`config.mk`:
```
export PLATFORM = sky130hd
export DESIGN_NAME = debouncer_bank
export DESIGN_NICKNAME = d
export VERILOG_FILES = /design/src/rtl/debouncer_pkg.sv /design/src/rtl/debounce_channel.sv /design/src/rtl/debouncer_bank.sv
export SDC_FILE = /design/constraint.sdc
export NUM_CORES = 1
export LEC_CHECK = 0
export ABC_AREA = 1
export CAP_MARGIN = 20
export CORE_ASPECT_RATIO = 0.7
export CORE_MARGIN = 4
export CORE_UTILIZATION = 40
export DETAILED_ROUTE_END_ITERATION = 7
export PLACE_DENSITY = 0.56
export REMOVE_ABC_BUFFERS = 1
export SETUP_SLACK_MARGIN = 0.1
export SYNTH_ARGS = -nofsm -noshare
export SYNTH_HDL_FRONTEND = slang
export SYNTH_SLANG_ARGS = --single-unit
```
`constraint.sdc`:
```
create_clock -name clk -period 1.5 [get_ports clk]
set_input_delay 0.375 -clock clk [delete_from_list [all_inputs] [get_ports clk]]
set_output_delay 0.375 -clock clk [all_outputs]
set_load 0.02 [all_outputs]
```
`src/rtl/debouncer_pkg.sv`:
```
// Purpose: shared types and helpers for the debouncer bank and its channels.
// Latency: n/a (definitions only).
// Backpressure: n/a.
//
// Contents:
//   db_state_t     per-channel conditioner state (LOW, RISING, HIGH, FALLING)
//   stable_cycles  number of clock cycles a new level must persist
//   state_level    logical level presented for a given state
package debouncer_pkg;

  typedef enum logic [1:0] {
    LOW     = 2'd0,
    RISING  = 2'd1,
    HIGH    = 2'd2,
    FALLING = 2'd3
  } db_state_t;

  // freq_mhz in MHz, delay_ms in ms -> cycles
  function automatic int unsigned stable_cycles(input int unsigned freq_mhz,
                                                input int unsigned delay_ms);
    return freq_mhz * delay_ms * 1000;
  endfunction

  // The accepted level only changes when a count completes, so the counting
  // states keep presenting the level they started from.
  function automatic logic state_level(input db_state_t st);
    return (st == HIGH) || (st == FALLING);
  endfunction

endpackage

```
`src/rtl/debounce_channel.sv`:
```
// Purpose: one conditioner channel: 2-flop synchroniser, symmetric debounce FSM, edge pulses.
// Latency: pin stable from posedge k -> level/pulse change visible after posedge k+2+STABLE_CYCLES.
// Backpressure: none; free-running, outputs are level/pulse only.
//
// Ports:
//   clk        system clock
//   rstN       synchronous active-low reset
//   pin        raw asynchronous pin
//   level      debounced logical level (registered)
//   rise_pulse one-cycle pulse when level goes 0->1 (registered)
//   fall_pulse one-cycle pulse when level goes 1->0 (registered)
//   event_nxt  combinational: a pulse will be presented after the next edge
module debounce_channel
  import debouncer_pkg::*;
#(
  parameter int unsigned STABLE_CYCLES = 1000,
  parameter bit          INVERT_BIT    = 1'b0,
  parameter bit          INIT_BIT      = 1'b0
) (
  input  logic clk,
  input  logic rstN,
  input  logic pin,
  output logic level,
  output logic rise_pulse,
  output logic fall_pulse,
  output logic event_nxt
);

  localparam int unsigned      CNT_W      = $clog2(STABLE_CYCLES + 1);
  localparam logic [CNT_W-1:0] CNT_LAST   = CNT_W'(STABLE_CYCLES - 1);
  localparam logic [CNT_W-1:0] CNT_ONE    = CNT_W'(1);
  localparam logic             SYNC_INIT  = INIT_BIT ^ INVERT_BIT;
  localparam db_state_t        STATE_INIT = INIT_BIT ? HIGH : LOW;
  // With a one-cycle stable time the first disagreeing sample is already
  // the whole required window, so the counting state is skipped.
  localparam bit               SINGLE     = (STABLE_CYCLES == 1);

  // ---------------------------------------------------------------------
  // Synchroniser; reset value matches the pin level implied by INIT_BIT so
  // that leaving reset does not look like a pin change.
  // ---------------------------------------------------------------------
  logic sync1;
  logic sync2;
  logic sample;

  always_ff @(posedge clk) begin
    if (!rstN) begin
      sync1 <= SYNC_INIT;
      sync2 <= SYNC_INIT;
    end else begin
      sync1 <= pin;
      sync2 <= sync1;
    end
  end

  assign sample = sync2 ^ INVERT_BIT;

  // ---------------------------------------------------------------------
  // Debounce FSM and stability counter
  // ---------------------------------------------------------------------
  db_state_t        state;
  db_state_t        state_nxt;
  logic [CNT_W-1:0] cnt;
  logic [CNT_W-1:0] cnt_nxt;

  always_ff @(posedge clk) begin
    if (!rstN) begin
      state <= STATE_INIT;
      cnt   <= '0;
    end else begin
      state <= state_nxt;
      cnt   <= cnt_nxt;
    end
  end

  always_comb begin
    state_nxt = state;
    cnt_nxt   = cnt;
    case (state)
      LOW: begin
        if (sample) begin
          if (SINGLE) begin
            state_nxt = HIGH;
            cnt_nxt   = '0;
          end else begin
            state_nxt = RISING;
            cnt_nxt   = CNT_ONE;
          end
        end
      end
      RISING: begin
        if (!sample) begin
          state_nxt = LOW;
          cnt_nxt   = '0;
        end else if (cnt == CNT_LAST) begin
          state_nxt = HIGH;
          cnt_nxt   = '0;
        end else begin
          cnt_nxt = cnt + CNT_ONE;
        end
      end
      HIGH: begin
        if (!sample) begin
          if (SINGLE) begin
            state_nxt = LOW;
            cnt_nxt   = '0;
          end else begin
            state_nxt = FALLING;
            cnt_nxt   = CNT_ONE;
          end
        end
      end
      FALLING: begin
        if (sample) begin
          state_nxt = HIGH;
          cnt_nxt   = '0;
        end else if (cnt == CNT_LAST) begin
          state_nxt = LOW;
          cnt_nxt   = '0;
        end else begin
          cnt_nxt = cnt + CNT_ONE;
        end
      end
      default: begin
        state_nxt = LOW;
        cnt_nxt   = '0;
      end
    endcase
  end

  // ---------------------------------------------------------------------
  // Output register: the level follows the state one cycle later and the
  // pulses are derived from the same comparison, so pulse and level edge
  // always land in the same cycle and a pulse is exactly one cycle wide.
  // ---------------------------------------------------------------------
  logic lvl_fsm;
  assign lvl_fsm   = state_level(state);
  assign event_nxt = lvl_fsm ^ level;

  always_ff @(posedge clk) begin
    if (!rstN) begin
      level      <= INIT_BIT;
      rise_pulse <= 1'b0;
      fall_pulse <= 1'b0;
    end else begin
      level      <= lvl_fsm;
      rise_pulse <= lvl_fsm & ~level;
      fall_pulse <= ~lvl_fsm & level;
    end
  end

endmodule

```
`src/rtl/debouncer_bank.sv`:
```
// Purpose: bank of independent debounce channels with per-channel polarity and reset level.
// Latency: pin stable from posedge k -> value_out/pulses/any_event change after posedge k+2+STABLE_CYCLES.
// Backpressure: none; events are single-cycle pulses and are never held or queued.
//
// Ports:
//   clk         system clock
//   rstN        synchronous active-low reset
//   value_in    raw asynchronous pin levels, CHANNELS bits
//   value_out   debounced logical levels (after INVERT)
//   rise_pulse  per-channel 1-cycle pulse on 0->1
//   fall_pulse  per-channel 1-cycle pulse on 1->0
//   any_event   registered OR of all pulses, aligned with them
module debouncer_bank
  import debouncer_pkg::*;
#(
  parameter int unsigned         CHANNELS   = 4,
  parameter int unsigned         CLK_FREQ   = 50,
  parameter int unsigned         TIME_DELAY = 20,
  parameter logic [CHANNELS-1:0] INVERT     = '0,
  parameter logic [CHANNELS-1:0] INIT_LEVEL = '0
) (
  input  logic                clk,
  input  logic                rstN,
  input  logic [CHANNELS-1:0] value_in,
  output logic [CHANNELS-1:0] value_out,
  output logic [CHANNELS-1:0] rise_pulse,
  output logic [CHANNELS-1:0] fall_pulse,
  output logic                any_event
);

  localparam int unsigned STABLE_CYCLES = stable_cycles(CLK_FREQ, TIME_DELAY);

  logic [CHANNELS-1:0] event_nxt;

  for (genvar i = 0; i < CHANNELS; i++) begin : g_ch
    debounce_channel #(
      .STABLE_CYCLES (STABLE_CYCLES),
      .INVERT_BIT    (INVERT[i]),
      .INIT_BIT      (INIT_LEVEL[i])
    ) u_ch (
      .clk        (clk),
      .rstN       (rstN),
      .pin        (value_in[i]),
      .level      (value_out[i]),
      .rise_pulse (rise_pulse[i]),
      .fall_pulse (fall_pulse[i]),
      .event_nxt  (event_nxt[i])
    );
  end

  // Registered from the channels' next-pulse terms so it rises and falls in
  // the same cycle as the pulses themselves.
  always_ff @(posedge clk) begin
    if (!rstN) begin
      any_event <= 1'b0;
    end else begin
      any_event <= |event_nxt;
    end
  end

endmodule

```
## Yosys cells after proc, flatten, opt, wreduce, memory -nomap -nowiden

Cells that the tools add are included.

- Register bits: 109
- Bits of input ports: 6
- Output and inout bits: 13
- Word-level logic and storage cells: 154

- Add/subtract/negate cells: 4
- Equality and inequality tests: 32
- Multiplexer cells: 52
- Bitwise gates (word level): 20
- Reductions and logical operators: 17

Operators with widths:

| cell | number |
|---|---|
| $mux 20 | 20 |
| $pmux 20 s4 | 4 |
| $add 20x1->20 const B | 4 |
| $eq 20x20->1 const B | 4 |
| $mux 2 | 24 |
| $pmux 2 s4 | 4 |
| $eq 2x2->1 const B | 8 |
| $reduce_and 4->1 | 4 |
| $ne 3x1->1 const B | 4 |
| $ne 3x3->1 const B | 4 |
| $and 1x1->1 | 8 |
| $eq 2x1->1 const B | 4 |
| $logic_not 2->1 | 4 |
| $ne 2x1->1 const B | 4 |
| $ne 2x2->1 const B | 4 |
| $not 1->1 | 8 |
| $reduce_and 2->1 | 4 |
| $logic_or 1x1->1 | 4 |
| $reduce_or 4->1 | 1 |
| $xor 1x1->1 | 4 |

## Logic depth before layout (Yosys ltp)

Gate-level depths: netlist of run 1.

- Word-level depth: 4
- Mapped depth: 11
- Mapped depth without buffers: 11

## Modules after synthesis

Synthesis of run 1 repeated with hierarchy kept, for this count alone.

- Cells, all modules: 968
- Area total of the unflattened synthesis: 6488.7 µm²

Modules (own cells, without submodules):

| module | instances | cells each | area an instance (µm²) | seq. area each (µm²) |
|---|---|---|---|---|
| debounce_channel at g_ch[0].u_ch ... | 3 | 240 | 1597.8 | 540.5 |
| debounce_channel at g_ch[3].u_ch | 1 | 243 | 1659.1 | 540.5 |
| debouncer_bank | 1 | 5 | 36.3 | 20.0 |

## Worst setup path before layout of run 1

OpenSTA, ideal clock, no wires.

- Path kind: reg2reg
- From: register g_ch[3].u_ch.cnt[0]
- To: register g_ch[3].u_ch.cnt[17]
- Setup time: 132 ps
- Arrival time: 1363 ps
- Required time: 1368 ps
- Slack: 5 ps
- Stages on the path, launching flop included: 10
- Path buffers: 1
- Period minus slack after synthesis: 1495 ps
- Path through: dfxtp_1 ha_1 inv_1 nor3_2 nand3_1 nand2_1 inv_1 buf_4 nand3_1 a21oi_1

- Longest elaborated chain between the ends: 4
- Elaborated cells on any way between the ends: 6
- Those cells by class: add/sub (1); eq/ne (1); mux (4)

Ends and longest elaborated chain:

| element | line | RTL |
|---|---|---|
| start: declaration | debounce_channel.sv:63 | `logic [CNT_W-1:0] cnt;` |
| start signal: assignment | debounce_channel.sv:72 | `cnt <= cnt_nxt;` |
| $add 20x1->20 or $eq 20x20->1 (tied branches) | -- |  |
| $mux 20 (*) | debounce_channel.sv:95, debounce_channel.sv:117 |  |
| $mux 20, on equally long branches | debounce_channel.sv:114, debounce_channel.sv:92 |  |
| $pmux 20 s4 (*) | debounce_channel.sv:79 | `case (state)` |

Mark *: on every way between the ends. The rest lies on a longest branch, timed or not.
A chain may end at the register's enable or synchronous reset.

## Worst setup path in the final report of run 1

- From: register g_ch[3].u_ch.cnt[14]
- To: register g_ch[3].u_ch.cnt[19]

The elaborated chain is that of the path after synthesis.

==> metrics.yaml, run 1 <==
outcome: "finished with violations"
failed_checks: "negative setup slack"
synth_most_common_cell: "nand2_1"
skew_ns: 0.00966
power_frac_seq_pct: 45.7
leakage_nw: 3.58
initial_core_util_pct: 41.4
io_buffer_count: 18
syn_area_um2: 6150
maxCapViolCount: 0
num_antenna_cells: 0
vias: 6121
crit_required_ns: 1.75
syn2layout_area_growth_pct: 40.2
hold_viol_final: 0
synth_warnings: 0
rows: 37
dieArea_um2: 17400
grt_pass1_vias: 5481
cts_tree: "done"
rsz0062_at_grt: "true"
synth_edf_count: 0
ctsHoldBuffers: 0
dp_slack_ns: -0.0868
die_w_um: 156
routedWlPerCell_um: 13.0
gp_congestion: 0.848
clockBufferDepth: 2
root_buffer: "clkbuf_16"
synth_seq_cells: 109
finalInstanceArea_um2: 8620
synth_cells: 965
antenna_found_initial: 0
async_reset_ff_share_pct: 0
setup_ws_ns: -0.0571
synth_area_leaders: "dfxtp_1 35%, nand2_1 19%, inv_1 7.8%"
cts_max_level: 3
num_io_pins: 19
setup_viol: 15
cp-start-kind: "flop"
final_nets: 1088
min_path_type: "reg2reg"
cp-end-kind: "flop"
final_util_pct: 58.0
drt-initial-drc-count: 377
synth_seq_area_share_pct: 35.5
regToRegEndpoint: "g_ch[3].u_ch.cnt[19]"
die_h_um: 112
clkSlewWorstSetupHoldPaths_ns: 0.08
min_period_ns: 1.56
cp.arrival_ns: 1.81
viasPerCell: 4.82
worstHoldStart: "g_ch[0].u_ch.sync1"
ys_types: 42
p_int_w: 0.00474
ant_nets: 0
criticalPathCategory: "reg2reg"
cts_made_buffers: 9
power_density_nw_per_um2: 777
synth_common_cells: "305 x nand2_1, 127 x inv_1, 109 x dfxtp_1"
relSlewSlack_pct: 75.5
synthFlopType: "dfxtp_1"
max_slew.worst_pin.slew_ns: 0.365
yosysTopAreaCell: "dfxtp_1"
yosysTopAreaCellShare_pct: 35.5
grt_max_degree: 66
core_um2: 14900
min_path_cells: 2
grt_pass1_wl_um: 26900
reg2reg_depth: 10
grt_overflow: 0
r2r_slack_ns: -0.06
max_freq_ghz: 0.642
reg2reg_from: "g_ch[3].u_ch.cnt[14]"
period_share_pct: 104
clock-sinks: 109
power_frac_clock_pct: 36.7
switchingPower_w: 0.00196
post_dp_cell_area_um2: 7040
crit_fanout: 7
ir_worst_vdd_mv: 0.568
hold_path_end: "g_ch[0].u_ch.sample"
dpl.hpwl_um: 10500
syn_avg_cell_area_um2: 6.37
report.final.slew_viol_count: 0
routed_wl_um: 16500
dr.pass1.iters: 4
pwr-share-comb_pct: 17.6
insertion_delay_ns: 0.35
switching_share_pct: 29.2
gr-usage-all-layers_pct: 18.6
drc: 0
drive_gt1_share_pct: 38.0
==> timing repair <==
item / in CTS / in global routing
cloned: 3 / 0
buffers inserted: 15 / 12
setup endpoints to repair: 90 / 93
gates resized for setup: 197 / 169
pin swaps: 53 / 71
==> stage by stage <==
step	total power, W	hold WS, ns	cells	TNS [ns]
detailed placement	0.00411	0.397	1228	-1.06
finish	0.00670	0.415	1270	-0.413
global placement	0.00412	0.398	1228	-0.584
CTS	0.00669	0.416	1261	0
floorplan	0.00362	0.390	928	0
global route	0.00698	0.450	1270	-1.75
==> worst max-delay path, stage by stage, from the launching register on <==
cell	delay (ns)
dfxtp_2	0.34
inv_2	0.04
nor2_1	0.07
nand2_1	0.08
nor2_2	0.16
nand3_2	0.13
nand2_4	0.08
buf_6	0.10
clkinvlp_4	0.22
o21ai_1	0.15
a21oi_1	0.07
==> cell type report <==
type,instances,area [um2]
Sequential cell,109,2270
Timing Repair Buffer,129,1090
Clock buffer,10,229
Tap cell,195,244
Clock inverter,6,71.3
Fill cell,1367,6240
Inverter,136,544
Multi-Input combinational cell,683,4150
Timing Repair inverter,2,23.8
==> placed cells by master (no fill, tap or decap), types with 17 or more instances in the layout <==
cell type	count
a21oi_1	26
a21oi_2	40
buf_4	93
dfxtp_1	58
dfxtp_2	43
inv_1	119
nand2_1	261
nand2_2	33
nand2_4	18
nand3_1	35
nand3_2	29
nand4_1	17
nor2_1	67
nor2_2	28
o21ai_0	24
==> per-layer routing <==
layer	vias to the layer above	track usage [%]	part of all wire, %
met3	11	3.50	3.8
li1	3234	-	-
met2	105	27.2	43
met4	0	3.53	0.84
met1	2771	28.5	53
met5	-	0	0
==> cell families (layout without fill, tap and decap cells) <==
kind of cell | after synthesis | count (layout) | share of synthesized area, %
AO/OA/AOI/OAI | 122 | 122 | 10.5
XOR/XNOR | 13 | 13 | 1.97
adder cells (fa/ha/maj) | 12 | 12 | 2.44
buffers and inverters | 173 | 283 | 11.9
flip-flops | 109 | 109 | 35.5
AND/OR/NAND/NOR | 536 | 536 | 37.7
==> power groups by stage <==
stage | clock network (W) | logic, W | registers (W)
after floorplan | 0 | 0.000459 | 0.00316
after global placement | 0 | 0.00100 | 0.00312
after detailed placement | 0 | 0.000997 | 0.00312
after CTS | 0.00253 | 0.00110 | 0.00306
after global routing | 0.00262 | 0.00128 | 0.00308
final | 0.00246 | 0.00118 | 0.00306
==> worst max-delay path by stage <==
stage,start,endpoint,slack [ns],depth (start not counted)
after floorplan,rstN,g_ch[0].u_ch.cnt[0],0.03,4
after global placement,g_ch[3].u_ch.cnt[0],g_ch[3].u_ch.cnt[16],-0.06,8
after detailed placement,g_ch[3].u_ch.cnt[1],g_ch[3].u_ch.cnt[16],-0.09,8
after CTS,g_ch[3].u_ch.cnt[17],g_ch[3].u_ch.cnt[16],0.002,10
after global routing,g_ch[3].u_ch.cnt[14],g_ch[3].u_ch.cnt[19],-0.15,10
final,g_ch[3].u_ch.cnt[14],g_ch[3].u_ch.cnt[19],-0.06,10
==> registers in the layout, summed over array words and instances, names as in the netlist, named ones only <==
signal                count
any_event                 1
g_ch.u_ch.cnt            80
g_ch.u_ch.fall_pulse      4
g_ch.u_ch.level           4
g_ch.u_ch.rise_pulse      4
g_ch.u_ch.sample          4
g_ch.u_ch.state           4
g_ch.u_ch.sync1           4
(Power assumes the default switching activity.)
==> run 2, diff against run 1 <==
CORE_UTILIZATION = 56   (was 40)
PLACE_DENSITY = 0.75   (was 0.56)
REMOVE_ABC_BUFFERS = not set   (was 1)
SETUP_SLACK_MARGIN = 0.5   (was 0.1)
==> run 2 against run 1 <==
The flow still finishes with violations (negative setup slack). First-iteration DRC count rose by 110%. Register-to-register slack lost 0.08 ns. Via count grew 11%. Utilization grew 25 points. Cell count down 4.3%. Wire length is 20% higher.
==> metrics.yaml, run 2 (same netlist as run 1, synthesis figures left out) <==
fin_setup_tns_ns: -0.789
grt_pass1_vias: 5842
vias: 6800
leakage_nw: 3.62
cpPeakStageDelay_ns: 0.40
root_buffer: "clkbuf_16"
crit_path_top_delay_cell: "dfxtp_1"
cts_max_level: 3
switchingPower_w: 0.00204
rows: 31
min_period_ns: 1.64
antenna_found_initial: 0
clock-sinks: 109
ctsHoldBuffers: 0
setup_viol: 21
cpMostUsedCell: "nand2_1"
rsz0062_at_grt: "true"
initial_core_util_pct: 58.5
crit_buf_inv: 3
power_frac_seq_pct: 43.8
num_io_pins: 19
setup_ws_ns: -0.140
layout_common_cells: "255 x nand2_1, 115 x inv_1, 78 x buf_4"
r2r_slack_ns: -0.14
final_nets: 1082
max_freq_ghz: 0.610
drt-initial-drc-count: 774
syn2layout_area_growth_pct: 41.8
largest_reg_flops: 80
syn-num-nets: 983
cts_made_buffers: 9
hold_viol_final: 0
p_int_w: 0.00500
largest_register: "g_ch.u_ch.cnt"
report.final.slew_viol_count: 0
routedWlPerCell_um: 16.3
period_share_pct: 109
io_buffer_count: 18
dieArea_um2: 12700
viasPerCell: 5.59
clockBufferDepth: 2
dpl.hpwl_um: 10300
fillers: 635
drc: 0
final_common_cell: "nand2_1"
die_w_um: 133
skew_ns: 0.00640
cts_tree: "done"
num_antenna_cells: 0
grt_pass1_wl_um: 27700
cp-end-kind: "flop"
ir_worst_vdd_mv: 0.685
power_density_nw_per_um2: 808
dr.pass1.iters: 7
grt_max_degree: 49
power_frac_clock_pct: 35.7
failed_checks: "negative setup slack"
crit_required_ns: 1.73
ant_nets: 0
grt_overflow: 0
routed_wl_um: 19800
pwr-share-comb_pct: 20.5
relSlewSlack_pct: 70.7
outcome: "finished with violations"
switching_share_pct: 29.0
maxCapViolCount: 0
cp.arrival_ns: 1.87
drive_gt1_share_pct: 38.2
die_h_um: 95.7
clkSlewWorstSetupHoldPaths_ns: 0.07
max_slew.worst_pin.slew_ns: 0.437
worst_hold_slack_ns: 0.413
insertion_delay_ns: 0.36
core_um2: 10500
criticalPathCategory: "reg2reg"
min_path_type: "reg2reg"
gr-usage-all-layers_pct: 26.4
cp-start-kind: "flop"
path_cells: "nand2_1 -> inv_1 -> nand2_1 -> nor2_2 -> nand3_4 -> nand2_8 -> buf_12 -> inv_12 -> nand2_2 -> a21oi_1"
crit_fanout: 7
crit_family: "simple AND/OR/NAND/NOR gates"
gp_congestion: 0.963
-- run 2: cell count changes in the layout (fill, tap and decap cells not counted), moves of 7 or more --
cell	delta
buf_4	-15
a21oi_1	+12
buf_6	+17
dfxtp_4	+11
dfxtp_1	-7
nand3_1	+7
a21oi_2	-12
nand3_2	-9
nor2_2	-8
-- run 2: worst reg2reg max path, delay by kind of cell (launching register included) --
kind	cells	cell delay, ns
AOI/OAI and AO/OA	1	0.11
DFF	1	0.40
and+or+nand+nor	6	0.73
buffers and inverters	3	0.27
-- run 2: layout make-up --
type                            instances  area, um2  share of cell area, %
Sequential cell                       109       2300                   26.4
Tap cell                              148        185                   2.12
Multi-Input combinational cell        685       4230                   48.6
Clock buffer                           12        267                   3.06
Inverter                              136        563                   6.46
Timing Repair Buffer                  119       1080                   12.4
Timing Repair inverter                  4       42.5                  0.488
Clock inverter                          3       43.8                  0.503
-- run 2: worst paths after layout --
| check | cells after the start | endpoint | startpoint |
|---|---|---|---|
| hold / removal | 2 | g_ch[3].u_ch.sample | g_ch[3].u_ch.sync1 |
| setup / recovery | 10 | g_ch[3].u_ch.cnt[11] | g_ch[3].u_ch.cnt[18] |
| hold reg to reg | 2 | g_ch[3].u_ch.sample | g_ch[3].u_ch.sync1 |
| setup reg to reg | 10 | g_ch[3].u_ch.cnt[11] | g_ch[3].u_ch.cnt[18] |
-- run 2: per-layer routing --
layer	global-route usage (%)	vias up	part of all wire, %
li1	-	3224	-
met1	36.5	3128	42
met2	43.1	371	47
met3	4.96	77	8.6
met4	6.51	0	3.1
met5	0	-	0
-- run 2: per-stage QoR --
step,power [W],utilization [%],worst slack [ns],instance area [um2],std cells
final,0.00704,82.9,-0.140,8710,1216
after global routing,0.00729,82.9,-0.160,8710,1216
after CTS,0.00684,76.2,0.0707,8010,1192
after global placement,0.00409,66.2,0.0347,6960,1149
after floorplan,0.00379,-,0.0700,6380,965
after detailed placement,0.00410,66.2,-0.0254,6960,1149
-- run 2: what timing repair did --
| item | 4_1_cts | 5_1_grt |
|---|---|---|
| endpoints found under the setup margin | 102 | 102 |
| gates resized for setup | 224 | 151 |
| hold endpoints to repair | 0 | 0 |
| buffers inserted | 23 | 23 |
| gates cloned | 5 | 1 |
| pin swaps | 47 | 54 |
-- run 2: power by group through the flow --
stage	Sequential [W]	Clock (W)	Combinational, W
floorplan	0.00315	0	0.000641
global placement	0.00315	0	0.000942
detailed placement	0.00315	0	0.000951
CTS	0.00308	0.00255	0.00121
global route	0.00309	0.00267	0.00153
finish	0.00308	0.00252	0.00144
==> run 3, diff against run 2 <==
ABC_CLOCK_PERIOD_IN_PS = 1500   (was not set)
==> results of run 3 <==
Final layout, timing and power as in run 2 (identical DEF).
